`config.mk`:
```
export PLATFORM = sky130hd
export DESIGN_NAME = pipe_hazard_ctrl
export DESIGN_NICKNAME = d
export VERILOG_FILES = /design/src/rtl/pipe_hazard_ctrl.sv
export SDC_FILE = /design/constraint.sdc
export NUM_CORES = 1
export LEC_CHECK = 0
export ABC_AREA = 1
export ABC_CLOCK_PERIOD_IN_PS = 1950
export BUFFER_PORTS_ARGS = -buffer_cell sky130_fd_sc_hd__buf_2
export CORE_UTILIZATION = 40
export DETAILED_ROUTE_END_ITERATION = 8
export GPL_TIMING_DRIVEN = 0
export PLACE_DENSITY = 0.64
export SLEW_MARGIN = 10
export SYNTH_ARGS = -nofsm -noshare
export SYNTH_HDL_FRONTEND = slang
export SYNTH_SLANG_ARGS = --single-unit
```
`constraint.sdc`:
```
create_clock -name clk -period 1.95 [get_ports clk]
set_input_delay 0.39 -clock clk [delete_from_list [all_inputs] [get_ports clk]]
set_output_delay 0.39 -clock clk [all_outputs]
set_load 0.01 [all_outputs]
```
`src/rtl/pipe_hazard_ctrl.sv`:
```
// Hazard and sequencing controller for the five-stage pipeline: stalls, flushes, forwarding and the data-memory wait/timeout FSM.
// Optional macro FORWARDING_EN enables operand forwarding; without it RAW hazards against E and M are resolved by stalling.
module pipe_hazard_ctrl #(
    parameter int MEM_TIMEOUT = 15,
    parameter int CNT_W       = 32
) (
    input  logic             clk,
    input  logic             rst,
    input  logic [4:0]       Rs1D,
    input  logic [4:0]       Rs2D,
    input  logic [4:0]       Rs1E,
    input  logic [4:0]       Rs2E,
    input  logic [4:0]       RdE,
    input  logic [4:0]       RdM,
    input  logic [4:0]       RdW,
    input  logic             RegWriteE,
    input  logic             RegWriteM,
    input  logic             RegWriteW,
    input  logic             ResultSrcE,
    input  logic             ResultSrcM,
    input  logic             MemWriteM,
    input  logic             PCSrcE,
    input  logic             MemAck,
    output logic             StallF,
    output logic             StallD,
    output logic             StallE,
    output logic             StallM,
    output logic             FlushD,
    output logic             FlushE,
    output logic [1:0]       ForwardAE,
    output logic [1:0]       ForwardBE,
    output logic             MemReq,
    output logic             MemErr,
    output logic [CNT_W-1:0] StallCycles
);

    typedef enum logic {
        MEM_IDLE,
        MEM_WAIT
    } memState_t;

    localparam logic [7:0] TIMEOUT_LAST = 8'(MEM_TIMEOUT - 1);

    memState_t  memState;
    logic [7:0] waitCnt;
    logic       memopM;
    logic       timeoutHit;
    logic       memStall;
    logic       hazStall;

    assign memopM     = ResultSrcM | MemWriteM;
    assign timeoutHit = (memState == MEM_WAIT) & memopM & ~MemAck & (waitCnt == TIMEOUT_LAST);
    assign memStall   = memopM & ~MemAck & ~timeoutHit;

`ifdef FORWARDING_EN
    always_comb begin
        ForwardAE = 2'b00;
        ForwardBE = 2'b00;
        if (RegWriteM && RdM != 5'd0 && RdM == Rs1E)
            ForwardAE = 2'b10;
        else if (RegWriteW && RdW != 5'd0 && RdW == Rs1E)
            ForwardAE = 2'b01;
        if (RegWriteM && RdM != 5'd0 && RdM == Rs2E)
            ForwardBE = 2'b10;
        else if (RegWriteW && RdW != 5'd0 && RdW == Rs2E)
            ForwardBE = 2'b01;
        if (rst) begin
            ForwardAE = 2'b00;
            ForwardBE = 2'b00;
        end
    end

    assign hazStall = ResultSrcE & RegWriteE & (RdE != 5'd0) & ((RdE == Rs1D) | (RdE == Rs2D));
`else
    logic rawHit1;
    logic rawHit2;
    logic unusedFwd;

    assign ForwardAE = 2'b00;
    assign ForwardBE = 2'b00;

    // W-stage producers need no stall: the register file writes on the opposite edge
    assign rawHit1   = (Rs1D != 5'd0) & ((RegWriteE & (RdE == Rs1D)) | (RegWriteM & (RdM == Rs1D)));
    assign rawHit2   = (Rs2D != 5'd0) & ((RegWriteE & (RdE == Rs2D)) | (RegWriteM & (RdM == Rs2D)));
    assign hazStall  = rawHit1 | rawHit2;
    assign unusedFwd = ^{Rs1E, Rs2E, RdW, RegWriteW, ResultSrcE};
`endif

    // Memory freeze beats a taken branch, which beats a data hazard
    assign StallF = ~rst & (memStall | (~PCSrcE & hazStall));
    assign StallD = ~rst & (memStall | (~PCSrcE & hazStall));
    assign StallE = ~rst & memStall;
    assign StallM = ~rst & memStall;
    assign FlushD = rst | (~memStall & PCSrcE);
    assign FlushE = rst | (~memStall & (PCSrcE | hazStall));
    assign MemReq = ~rst & memopM;

    always_ff @(negedge clk or posedge rst) begin
        if (rst) begin
            memState    <= MEM_IDLE;
            waitCnt     <= 8'd0;
            MemErr      <= 1'b0;
            StallCycles <= '0;
        end else begin
            if ((memStall || hazStall) && StallCycles != {CNT_W{1'b1}})
                StallCycles <= StallCycles + CNT_W'(1);
            case (memState)
                MEM_IDLE: begin
                    if (memopM && !MemAck) begin
                        memState <= MEM_WAIT;
                        waitCnt  <= 8'd0;
                    end
                end
                MEM_WAIT: begin
                    if (!memopM || MemAck) begin
                        memState <= MEM_IDLE;
                    end else if (timeoutHit) begin
                        memState <= MEM_IDLE;
                        MemErr   <= 1'b1;
                    end else begin
                        waitCnt <= waitCnt + 8'd1;
                    end
                end
                default: memState <= MEM_IDLE;
            endcase
        end
    end

endmodule
```
==> run metrics <==
run status=finished with violations; violated checks=setup timing; Clock Latency Late Sink=300 ps; via count=3,553; routed len/inst=12.7 µm; Final setup viols=79; worst-path fanout max=2; ANT nets after route=0; CTS clk-pin slew, worst paths=60 ps; sequential share of the synthesized area=32.3%; cell-internal power=0.00166 W; Synth area leader=dfrtn_1; Clk pwr share=24.8%; crit-path cells=ha_2 -> nor3b_4 -> nand2_2 -> nand2_4 -> nand3_4 -> buf_12 -> buf_12 -> nand2_4 -> inv_2 -> buf_6 -> buf_6; Final Wtd Congestion=0.891; Synth top area share=32.3%; Pre-Repair DR Iteration Count=4; sw frac=32.4%; sequential power share=39.2%; CTS tree=done; starting density of the core=41.6%; DRC Markers=0; Synth Flop Type=dfrtn_1; Iter 0 DRT Violations=120; Max-cap violations=0; Layout area overhead=52.9%; synth warn=0; Sink Count=42; grt met3 use=2.74%; WL final=9220 µm; CP Buf/Inv Count=5; Worst IR Drop VDD=297 µV; kind of critical path=flip-flop to output port; Clock Skew=9.98 ps; Switch Pwr=0.000794 W; Placed Instance Area=3840 µm²; Gate power share=36.0%; Via density=4.88; WP data arrival=2890 ps; share of cells above drive strength 1=43.3%; Top Usage Layer GRT=met2; Post-synth EDFFs=0; initial antenna violation count=0; final worst setup slack=-1330 ps; PortBufs=67; H-Tree Depth=2; total gr overflow=0; Worst path top cell family by delay=simple AND/OR/NAND/NOR gates; number of cell rows=32; CTS buffer count=5; LEAKAGE=2.56 nW; Pwr Density=493 nW/µm²; num ports=89; Startpoint Class=flip-flop; Post-CTS Hold Fix Bufs=0; worst hold-check path type=flip-flop to flip-flop; post-DP HPWL=6320 µm; Setup Slack @ Placement=-1270 ps; design area=4970 µm²; core area=7810 µm²; clock root cell=clkbuf_8; RSZ-0062 raised after global routing=true; largest net degree at the start of global routing=43; Critical Path Max Stage Delay=430 ps; DIE WIDTH=92.1 µm; flops & latches, synth=42; Netlist cell types=32; Crit path required time=1560 ps; FFs w/ async S/R, synth=100%; synth top area cells=dfrtn_1 32%, nand2_1 22%, nor2_1 6.8%; Critical Path Sink Type=output port; vias in the first global route=3,365; Critical-path top delay cell=dfrtn_1; DIE HEIGHT=92.1 µm; met2 Resource Use GR=38.7%; Least-Margin Pin Slew=909 ps; Max clock buf depth=2; Worst slew margin=39.3%; met1 Usage GRT=28.2%; first-pass GRT wire length=15,100 µm; gr usage total=22.1%; Avg Cell Area, Syn=6.76 µm²; cell area after synthesis=3250 µm²; Hold Vio Cnt, Final=0; Die Area=8490 µm²; Layout Nets=673; diode count=0; synthesized instance count=481; final slew viol count=0; TNS Setup=-35,430 ps
## synth_stat cells, types with 6 or more instances
library cell	instances
buf_4	6
buf_6	8
dfrtn_1	42
inv_1	45
nand2_1	192
nand3_1	33
nand3_2	11
nand4_1	7
nor2_1	59
nor3_1	10
o31ai_1	6
xnor2_1	8
xor2_1	20
## logic make-up (layout without fill, tap and decap cells)
group	after synthesis	in the layout	share of synthesized area (%)
simple gates	328	328	46.0
compound gates	14	14	2.77
flops	42	42	32.3
fa+ha+maj	3	3	1.15
xor+xnor	28	28	7.54
buf+inv	65	207	10.1
other cells	1	4	0.115
## routing by layer
layer | wire length [µm] | up-vias
met5 | 0 | -
met4 | 137 | 0
met3 | 317 | 11
met2 | 4580 | 79
met1 | 4190 | 1670
li1 | - | 1793
## cell type report
cell class                      count  area (µm²)
Tap cell                          102         128
Clock buffer                        7        86.3
Multi-Input combinational cell    377        2170
Sequential cell                    42        1050
Inverter                           49         238
Buffer                             16         184
Fill cell                         690        2840
Timing Repair Buffer              134        1110
Clock inverter                      1        5.00
## placed cells by master (no fill, tap or decap), types with 7 or more instances in the layout
cell type	Yosys	layout
nand2_1	192	163
buf_4	6	63
nor2_1	59	54
buf_2	1	43
dfrtn_1	42	42
nand2_2	4	30
nand3_2	11	29
buf_6	8	27
inv_1	45	20
xor2_1	20	20
inv_2	3	15
nand3_1	33	12
inv_4	0	8
nor3_1	10	8
xnor2_1	8	8
nand4_1	7	7
buf_12	0	7
buf_8	0	7
## path summary, 6_finish.rpt
kind / depth (start not counted) / end / startpoint / slack [ps]
max in group asynchronous: 2 / MemErr / rst / 220
worst max-delay path: 11 / StallF / waitCnt[1] / -1330
worst max register to register: 10 / StallCycles[6] / StallCycles[0] / -260
worst min register to register: 2 / waitCnt[3] / waitCnt[3] / 490
min in group asynchronous: 2 / StallCycles[19] / rst / 1200
worst min-delay path: 2 / waitCnt[3] / waitCnt[3] / 490
## worst min-delay path: stages (launching register included)
cell and delay [ps]:
dfrtn_1 450, nand2_1 70, o31ai_1 50
## power by group through the flow
stage	Combinational, W	Sequential [W]	Clock, W
floorplan	0.000332	0.00104	0
finish	0.000882	0.000962	0.000607
global placement	0.000511	0.00103	0
detailed placement	0.000521	0.00103	0
global route	0.000961	0.000968	0.000662
CTS	0.000822	0.000962	0.000624
## repair_timing
item | CTS | global route
endpoints found under the hold margin | 0 | 0
pin swaps | 16 | 25
buffers inserted | 47 | 19
resized for setup | 73 | 65
endpoints found under the setup margin | 78 | 79
cloned | 4 | 0
## state kept, by name (all words and copies together) (netlist names)
signal	cells
StallCycles	32
waitCnt	8
MemErr	1
memState	1
## stage by stage
step / power [W] / util [%] / hold slack [ps] / std cells
2_1_floorplan: 0.00137 / - / 462 / 484
3_3_place_gp: 0.00154 / 49.2 / 411 / 653
3_5_place_dp: 0.00155 / 49.2 / 420 / 653
4_1_cts: 0.00241 / 59.6 / 423 / 712
5_1_grt: 0.00259 / 63.7 / 515 / 728
6_report: 0.00245 / 63.7 / 494 / 728
No activity file was read; power rests on OpenSTA's default activity.
